<file path="src/rtl/lfsr_pkg.sv">
// Shared definitions for the LFSR random source: width limits, tap table and output-stage states.
// Optional build macro used by the top level: LFSR_NO_REPEAT_EN.
package lfsr_pkg;

    localparam int unsigned MIN_W = 8;
    localparam int unsigned MAX_W = 32;

    typedef enum logic {IDLE_S, HOLD_S} out_state_e;

    // Tap n of the characteristic polynomial maps to register bit n-1.
    function automatic logic [MAX_W-1:0] tap_bit(input int unsigned n);
        return MAX_W'(1) << (n - 1);
    endfunction

    // Maximal-length feedback masks for WIDTH = MIN_W..MAX_W.
    function automatic logic [MAX_W-1:0] taps_for(input int unsigned width);
        logic [MAX_W-1:0] m;
        m = '0;
        case (width)
            8:       m = tap_bit(8)  | tap_bit(6)  | tap_bit(5)  | tap_bit(4);
            9:       m = tap_bit(9)  | tap_bit(5);
            10:      m = tap_bit(10) | tap_bit(7);
            11:      m = tap_bit(11) | tap_bit(9);
            12:      m = tap_bit(12) | tap_bit(6)  | tap_bit(4)  | tap_bit(1);
            13:      m = tap_bit(13) | tap_bit(4)  | tap_bit(3)  | tap_bit(1);
            14:      m = tap_bit(14) | tap_bit(5)  | tap_bit(3)  | tap_bit(1);
            15:      m = tap_bit(15) | tap_bit(14);
            16:      m = tap_bit(16) | tap_bit(15) | tap_bit(13) | tap_bit(4);
            17:      m = tap_bit(17) | tap_bit(14);
            18:      m = tap_bit(18) | tap_bit(11);
            19:      m = tap_bit(19) | tap_bit(6)  | tap_bit(2)  | tap_bit(1);
            20:      m = tap_bit(20) | tap_bit(17);
            21:      m = tap_bit(21) | tap_bit(19);
            22:      m = tap_bit(22) | tap_bit(21);
            23:      m = tap_bit(23) | tap_bit(18);
            24:      m = tap_bit(24) | tap_bit(23) | tap_bit(22) | tap_bit(17);
            25:      m = tap_bit(25) | tap_bit(22);
            26:      m = tap_bit(26) | tap_bit(6)  | tap_bit(2)  | tap_bit(1);
            27:      m = tap_bit(27) | tap_bit(5)  | tap_bit(2)  | tap_bit(1);
            28:      m = tap_bit(28) | tap_bit(25);
            29:      m = tap_bit(29) | tap_bit(27);
            30:      m = tap_bit(30) | tap_bit(6)  | tap_bit(4)  | tap_bit(1);
            31:      m = tap_bit(31) | tap_bit(28);
            32:      m = tap_bit(32) | tap_bit(22) | tap_bit(2)  | tap_bit(1);
            default: m = tap_bit(15) | tap_bit(14);
        endcase
        return m;
    endfunction

endpackage

</file>
<file path="src/rtl/lfsr_rand_gen_if.sv">
// Valid/ready sample channel between the random source (master) and its consumer (slave).
interface lfsr_rand_gen_if #(
    parameter int unsigned OUT_W = 3
);
    logic             out_valid;
    logic             out_ready;
    logic [OUT_W-1:0] out_value;

    modport master (output out_valid, output out_value, input out_ready);
    modport slave  (input out_valid, input out_value, output out_ready);
endinterface

</file>
<file path="src/rtl/lfsr_core.sv">
// Fibonacci LFSR with seed load, step enable and zero-seed correction.
// Also exposes the low bits of the next state so samples are taken on the shifting edge.
module lfsr_core
    import lfsr_pkg::*;
#(
    parameter int unsigned      WIDTH = 15,
    parameter int unsigned      OUT_W = 3,
    parameter logic [WIDTH-1:0] RST_STATE = WIDTH'(1)
) (
    input  logic             clk,
    input  logic             reset_n,
    input  logic             i_step_en,
    input  logic             i_seed_load,
    input  logic [WIDTH-1:0] i_seed_in,
    output logic [WIDTH-1:0] o_state,
    output logic [OUT_W-1:0] o_cand,
    output logic             o_shift,
    output logic             o_lockup_err
);
    localparam logic [MAX_W-1:0] TapsFull = taps_for(WIDTH);
    localparam logic [WIDTH-1:0] Taps     = TapsFull[WIDTH-1:0];

    logic [WIDTH-1:0] r_state;
    logic             r_lockup;
    logic             w_fb;
    logic             w_seed_zero;
    logic [WIDTH-1:0] w_next;

    assign w_fb        = ^(r_state & Taps);
    assign w_next      = {r_state[WIDTH-2:0], w_fb};
    assign w_seed_zero = (i_seed_in == '0);

    assign o_state      = r_state;
    assign o_cand       = w_next[OUT_W-1:0];
    assign o_shift      = i_step_en & ~i_seed_load;
    assign o_lockup_err = r_lockup;

    always_ff @(posedge clk or negedge reset_n) begin
        if (!reset_n) begin
            r_state  <= RST_STATE;
            r_lockup <= 1'b0;
        end else begin
            r_lockup <= i_seed_load & w_seed_zero;
            if (i_seed_load) begin
                // An all-zero state never leaves zero, so force it to 1.
                r_state <= w_seed_zero ? WIDTH'(1) : i_seed_in;
            end else if (i_step_en) begin
                r_state <= w_next;
            end
        end
    end

endmodule

</file>
<file path="src/rtl/lfsr_rand_gen.sv">
// LFSR random source with a rejection-sampled valid/ready output in [0, RANGE-1].
// Build macro LFSR_NO_REPEAT_EN: reject a candidate equal to the last accepted value once.
module lfsr_rand_gen
    import lfsr_pkg::*;
#(
    parameter int unsigned WIDTH = 15,
    parameter int unsigned OUT_W = 3,
    parameter int unsigned RANGE = 7,
    parameter logic [31:0] SEED  = 32'h1
) (
    input  logic                    clk,
    input  logic                    reset_n,
    input  logic                    step_en,
    input  logic                    seed_load,
    input  logic [WIDTH-1:0]        seed_in,
    lfsr_rand_gen_if.master         out_if,
    output logic [WIDTH-1:0]        lfsr_state,
    output logic                    lockup_err
);
    localparam logic [WIDTH-1:0] SeedW    = SEED[WIDTH-1:0];
    localparam logic [WIDTH-1:0] RstState = (SeedW == '0) ? WIDTH'(1) : SeedW;
    localparam int unsigned      CntW     = (OUT_W < 2) ? 1 : $clog2(OUT_W);
    localparam logic [CntW-1:0]  CntLast  = CntW'(OUT_W - 1);
    localparam logic [OUT_W:0]   RangeW   = (OUT_W + 1)'(RANGE);

    out_state_e       r_ostate;
    logic [OUT_W-1:0] r_value;
    logic [CntW-1:0]  r_cnt;

    logic [OUT_W-1:0] w_cand;
    logic             w_shift;
    logic             w_wrap;
    logic             w_in_range;
    logic             w_free;
    logic             w_repeat;
    logic             w_take;

    lfsr_core #(
        .WIDTH     (WIDTH),
        .OUT_W     (OUT_W),
        .RST_STATE (RstState)
    ) u_core (
        .clk          (clk),
        .reset_n      (reset_n),
        .i_step_en    (step_en),
        .i_seed_load  (seed_load),
        .i_seed_in    (seed_in),
        .o_state      (lfsr_state),
        .o_cand       (w_cand),
        .o_shift      (w_shift),
        .o_lockup_err (lockup_err)
    );

    assign w_wrap     = w_shift && (r_cnt == CntLast);
    assign w_in_range = ({1'b0, w_cand} < RangeW);
    // A held sample being accepted this edge frees the slot for a new candidate.
    assign w_free     = (r_ostate == IDLE_S) || out_if.out_ready;
    assign w_take     = w_wrap && w_in_range && w_free && !w_repeat;

`ifdef LFSR_NO_REPEAT_EN
    logic [OUT_W-1:0] r_last;
    logic             r_last_vld;
    logic             r_rerolled;

    assign w_repeat = r_last_vld && (w_cand == r_last) && !r_rerolled;

    always_ff @(posedge clk or negedge reset_n) begin
        if (!reset_n) begin
            r_last     <= '0;
            r_last_vld <= 1'b0;
            r_rerolled <= 1'b0;
        end else if (seed_load) begin
            r_last     <= '0;
            r_last_vld <= 1'b0;
            r_rerolled <= 1'b0;
        end else if (w_take) begin
            r_last     <= w_cand;
            r_last_vld <= 1'b1;
            r_rerolled <= 1'b0;
        end else if (w_wrap && w_in_range && w_free && w_repeat) begin
            r_rerolled <= 1'b1;
        end
    end
`else
    assign w_repeat = 1'b0;
`endif

    always_ff @(posedge clk or negedge reset_n) begin
        if (!reset_n) begin
            r_ostate <= IDLE_S;
            r_value  <= '0;
            r_cnt    <= '0;
        end else if (seed_load) begin
            r_ostate <= IDLE_S;
            r_cnt    <= '0;
        end else begin
            if (w_shift) begin
                r_cnt <= w_wrap ? '0 : r_cnt + 1'b1;
            end
            case (r_ostate)
                IDLE_S: begin
                    if (w_take) begin
                        r_ostate <= HOLD_S;
                        r_value  <= w_cand;
                    end
                end
                HOLD_S: begin
                    if (w_take) begin
                        r_value <= w_cand;
                    end else if (out_if.out_ready) begin
                        r_ostate <= IDLE_S;
                    end
                end
                default: r_ostate <= IDLE_S;
            endcase
        end
    end

    assign out_if.out_valid = (r_ostate == HOLD_S);
    assign out_if.out_value = r_value;

endmodule

</file>
<file path="src/flat_wrapper.sv">
// flat-port wrapper written by rule: the top's interface ports become plain ports
module lfsr_rand_gen_flat import lfsr_pkg::*;
#(
    parameter int unsigned WIDTH = 15,
    parameter int unsigned OUT_W = 3,
    parameter int unsigned RANGE = 7,
    parameter logic [31:0] SEED  = 32'h1
)
  (clk, reset_n, step_en, seed_load, seed_in, lfsr_state, lockup_err, out_if_out_valid, out_if_out_value, out_if_out_ready);
  lfsr_rand_gen_if #(.OUT_W(OUT_W)) out_if_i ();
  input  logic clk;
  input  logic reset_n;
  input  logic step_en;
  input  logic seed_load;
  input  logic [WIDTH-1:0] seed_in;
  output logic [WIDTH-1:0] lfsr_state;
  output logic lockup_err;
  output wire logic [$bits(out_if_i.out_valid)-1:0] out_if_out_valid;
  output wire logic [$bits(out_if_i.out_value)-1:0] out_if_out_value;
  input wire logic [$bits(out_if_i.out_ready)-1:0] out_if_out_ready;
  assign out_if_out_valid = out_if_i.out_valid;
  assign out_if_out_value = out_if_i.out_value;
  assign out_if_i.out_ready = out_if_out_ready;
  lfsr_rand_gen #(.WIDTH(WIDTH), .OUT_W(OUT_W), .RANGE(RANGE), .SEED(SEED)) u_core (.clk(clk), .reset_n(reset_n), .step_en(step_en), .seed_load(seed_load), .seed_in(seed_in), .out_if(out_if_i), .lfsr_state(lfsr_state), .lockup_err(lockup_err));
endmodule
</file>
<file path="config.mk">
export PLATFORM = sky130hd
export DESIGN_NAME = lfsr_rand_gen_flat
export DESIGN_NICKNAME = d
export VERILOG_FILES = /design/src/rtl/lfsr_pkg.sv /design/src/rtl/lfsr_rand_gen_if.sv /design/src/rtl/lfsr_core.sv /design/src/rtl/lfsr_rand_gen.sv /design/src/flat_wrapper.sv
export SDC_FILE = /design/constraint.sdc
export NUM_CORES = 1
export LEC_CHECK = 0
export CAP_MARGIN = 20
export CORE_ASPECT_RATIO = 1.5
export CORE_MARGIN = 2
export CORE_UTILIZATION = 40
export CTS_CLUSTER_DIAMETER = 200
export DETAILED_ROUTE_END_ITERATION = 8
export PLACE_DENSITY = 0.81
export SYNTH_ARGS = -nofsm -noshare
export SYNTH_HDL_FRONTEND = slang
export SYNTH_SLANG_ARGS = --single-unit
</file>
<file path="constraint.sdc">
create_clock -name clk -period 2.1 [get_ports clk]
set_clock_uncertainty 0.15 [all_clocks]
set_input_delay 0.21 -clock clk [delete_from_list [all_inputs] [get_ports clk]]
set_output_delay 0.21 -clock clk [all_outputs]
set_load 0.01 [all_outputs]
</file>
# Word-level counts from Yosys, hierarchy flattened
# Cells that the tools add are included.
# W data, S select, Z words.
# classes
n_addsub	1
n_lt_le_gt_ge	1
n_eq_ne	1
mux	12
bitwise	4
n_reduce_logical	9
# op_table
op	count
$mux W15	3
$logic_not A15 Y1	1
$reduce_xor A15 Y1	1
$mux W2	3
$mux W1	4
$reduce_bool A2 Y1	2
$logic_and A1 B1 Y1	3
$lt A3 B3 Y1 const B	1
$mux W3	1
$add A2 B1 Y2 const B	1
$and A1 B1 Y1	2
$eq A2 B2 Y1 const B	1
$not A1 Y1	2
$pmux W1 S2	1
$reduce_and A2 Y1	1
$logic_or A1 B1 Y1	1
# totals
reg_bits	22
inputBits	20
out_inout_bits	20

# Logic depth before layout (Yosys ltp)
# depth
ltp_word	8
depth_mapped	5
mapped_depth_nobuf	3

# Modules after synthesis
# From an unflattened synthesis, not the netlist that was laid out.
# unflattened
cells_unflattened	98
hier_area_um2	1088.5
# by_module_without_submodules
module	instances	cells_each	area_per_inst_um2	seq_area_each_um2
lfsr_core	1	76	808.3	401.6
lfsr_rand_gen	1	22	280.3	150.1

# Worst setup path before layout
# OpenSTA, ideal clock, no wires.
# synth_path
path_type	flip-flop to flip-flop
start	register u_core.r_cnt[0]
end	register u_core.r_value[1] (netlist: u_core.out_if.out_value[1])
arrival_ps	955
t_required_ps	1829
slack_ps	873
stages_incl_launch_ff	4
n_path_buf	0
synth_period_minus_slack_ps	1227
path_cell_list	dfrtp_1 and4bb_2 nand2_1 o22a_1
# synth_via
elab_chain_len	5
# synth_lines
item	line	source
from (decl)	lfsr_rand_gen.sv:28	logic [CntW-1:0] r_cnt;
from (signal assigned)	lfsr_rand_gen.sv:98	r_cnt <= w_wrap ? '0 : r_cnt + 1'b1;
$eq A2 B2 Y1	lfsr_rand_gen.sv:54	assign w_wrap = w_shift && (r_cnt == CntLast);
$logic_and A1 B1 Y1	lfsr_rand_gen.sv:54	
$logic_and A1 B1 Y1 (2 in series)	lfsr_rand_gen.sv:58	assign w_take = w_wrap && w_in_range && w_free && !w_repeat;
$reduce_and A2 Y1 (no source line)	--	
to (signal assigned)	lfsr_rand_gen.sv:104	r_value <= w_cand;
to (signal assigned)	lfsr_rand_gen.sv:109	r_value <= w_cand;
to (decl)	lfsr_rand_gen.sv:27	logic [OUT_W-1:0] r_value;
# Every way passes these cells.
# A chain may end at the register's enable or synchronous reset.

# Final worst setup path
# layout_path
start	register u_core.u_core.r_state[0] (netlist: u_core.u_core.o_state[0])
end	output port lfsr_state[0]
# layout_lines
item	line	source
from (decl)	lfsr_core.sv:23	logic [WIDTH-1:0] r_state;
from (signal assigned)	lfsr_core.sv:46	r_state <= w_seed_zero ? WIDTH'(1) : i_seed_in;
from (signal assigned)	lfsr_core.sv:48	r_state <= w_next;
to (decl)	flat_wrapper.sv:16	output logic [WIDTH-1:0] lfsr_state;
# No word-level cell between the ends.

==> results.md <==
* Die Area at 3140 sq um
* Post-route minimum period at approximately 1700 ps
* GRT overflow at 0
* Num ports at 40
* Primary FF master, synth: dfrtp_1
* Clock tree from TritonCTS: built
* Peak VDD IR at 0.000476 V
* Worst EP arrival at between 1000 and 1500 ps
* Number of DRC markers in iteration 0 at 16
* FILL cells at 215
* Power per cell area at around 700 nW/um^2
* Synth Cell Area at 1080 sq um
* Max Buffers Root-to-Sink at 2
* Fin. max-slew vios at 0
* Num rows at 23
* CTS Hold Bufs at 0
* Die Height at 67.6 microns
* Effective utilization at floorplan at 41.2%
* Clk_lat worst skew at ~260 ps
* Clk sinks at 22
* Clock power frac at 24.5%
* Initial DRT Pass Iterations at 6
* Switch share at 27.4%
* Nets at 163
* Total CTS buffers at 3
* DIE WIDTH at 46.4 microns
* Slew @ Worst Pin at 337 ps
* Static leakage at 0.661 nW
* H-tree levels at 1
* CTS-repair resized insts at 0
* RSZ-0062 raised after global routing: false
* Slew margin rel. at between 70 and 80%
* Initial antenna violation count at 0
* Slowest-stage cell, CP: dfstp_2
* Pint at 0.791 mW
* Min Hold Slack at approximately 140 ps
* Placer Congestion at 0.733
* Routed Antenna Nets at 0
* Area Overhead vs Synth at 44.0%
* Type of destination of the critical path: primary output
* Outcome: finished clean
* Post-synth EDFFs at 0
* Share of cells above drive strength 1 at under 10%
* WL/cell at 14.5 microns
* Crit share post-route at 83.2%
* DRT Wirelength at 2600 microns
* All-layer global routing usage at 19.1%
* Largest net degree at the start of global routing at 23
* Worst setup SP type: flop
* Final number of setup-violating endpoints at 0
* Register area share after synthesis at around half
* Via-per-instance ratio at roughly 5.2
* Fin. Hold Viols at 0
* Clock Pin Slew Worst Setup and Hold Paths at ~80 ps
* Sequential power share at 48.4%
* Via Count at 927
* Input/output buffers at 39
* Ys Warns at 0
* Final WS setup at approximately 350 ps
* Post-Syn Instances at 100
* Number of global-route vias before repair at 935
* Final Power at 1.09 mW
* Crit-path max cell delay at 580 ps
* CP Buf/Inv Count at 1
* Count of cell types in the netlist at 28
* R2R Path Start: u_core.r_cnt[0]
* Diode count at 0
* Global-route wire length before repair at 4350 microns
* Comb power frac at 27.1%
* Net switching power at 0.299 mW
* Worst path cell trace: clkdlybuf4s50_1
* HPWL Detailed at 2010 microns
* FF+latch count, synth at 22
* Crit path max fanout at 6
* Worst R2R Setup Slack at around 750 ps
* Post-synth ARST share at 100%
* Clk root buf: clkbuf_8
* Setup CP Type: reg2out
* Setup TNS at 0 ps
* Hold crit path type: in2async
* DRC at 0
* Req. time, crit path at 1740 ps
* Reg-to-reg endpoint: u_core.out_if.out_value[1]
* Post-CTS setup buffer count at 0
* Fmax at 572 MHz
* Pre-CTS setup slack at 418 ps
* Worst R2R Path Depth at 3
* Mapped Nets at 120
* Max_cap viols at 0
* CP top delay family: flip-flops
* Core area at 2620 sq um
* Avg Cell Area, Syn at 10.8 sq um
metal layers:
metal  global-route usage, %  up-vias  share of wire (%)
met5                       0        -                  0
met4                    7.50        0               0.88
met3                    1.60        2                4.3
met2                    30.9       33                 51
met1                    25.9      446                 44
li1                        -      446                  -
worst max path at each step:
stage / from / endpoint / slack [ps] / depth (start not counted)
finish: u_core.u_core.o_state[0] / lfsr_state[0] / 350 / 1
global placement: seed_load / u_core.u_core.o_state[0] / 470 / 4
CTS: u_core.u_core.o_state[0] / lfsr_state[0] / 350 / 1
detailed placement: step_en / u_core.out_if.out_value[1] / 420 / 4
floorplan: u_core.r_cnt[0] / u_core.out_if.out_value[1] / 870 / 3
global route: u_core.u_core.o_state[0] / lfsr_state[0] / 320 / 1
cell families after synthesis:
family / share of synthesized area (%)
xor+xnor: 1.62
buf+inv: 4.52
simple gates: 14.6
compound gates: 13.6
flops: 51.2
mux: 14.5
through the flow:
step / cells / area, sq um / util, %
after floorplan: 100 / 1080 / -
after global placement: 175 / 1510 / 57.6
after detailed placement: 175 / 1510 / 57.6
after CTS: 179 / 1550 / 59.3
after global routing: 179 / 1550 / 59.3
final: 179 / 1550 / 59.3
Yosys cell counts (2+ instances only):
cell type,instances,share of area [%]
a211oi_1,3,2.1
a21oi_1,3,1.4
a31oi_1,2,1.2
dfrtp_1,21,49
mux2i_1,13,12
o22a_1,2,1.6
nor4_1,3,1.7
o21ai_0,6,2.8
buf_6,3,3.1
nand2_1,16,5.6
nor2_1,2,0.70
clkbuf_1,3,1.0
o21ai_1,8,3.7
power by group through the flow:
stage          Sequential (mW)  Clock [mW]  Combinational, mW
3_5_place_dp             0.535           0              0.296
5_1_grt                  0.536       0.283              0.322
4_1_cts                  0.527       0.269              0.298
3_3_place_gp             0.531           0              0.289
6_report                 0.527       0.267              0.295
2_1_floorplan            0.550           0              0.101
state kept, by name (all words and copies together), names as in the netlist:
register and count:
u_core.out_if.out_valid 1, u_core.out_if.out_value 3, u_core.r_cnt 2, u_core.u_core.o_lockup_err 1, u_core.u_core.o_state 15
area by class of cell:
type / instances / area (sq um) / share of cell area [%]
timing repair buffer: 44 / 428 / 27.6
tap: 37 / 46.3 / 2.98
sequential: 22 / 552 / 35.5
inverter: 1 / 3.75 / 0.242
clock buffer: 4 / 45.0 / 2.90
multi-input combinational: 71 / 478 / 30.8
layout by cell type, fill, tap and decap left out, types with 2 or more instances in the layout:
cell	instances
clkdlybuf4s50_1	39
dfrtp_1	21
nand2_1	16
mux2i_1	13
o21ai_1	8
o21ai_0	6
buf_4	5
a21oi_1	3
nor4_1	3
a211oi_1	3
clkbuf_8	3
nor2_1	2
o22a_1	2
a31oi_1	2
(Power assumes the default switching activity.)
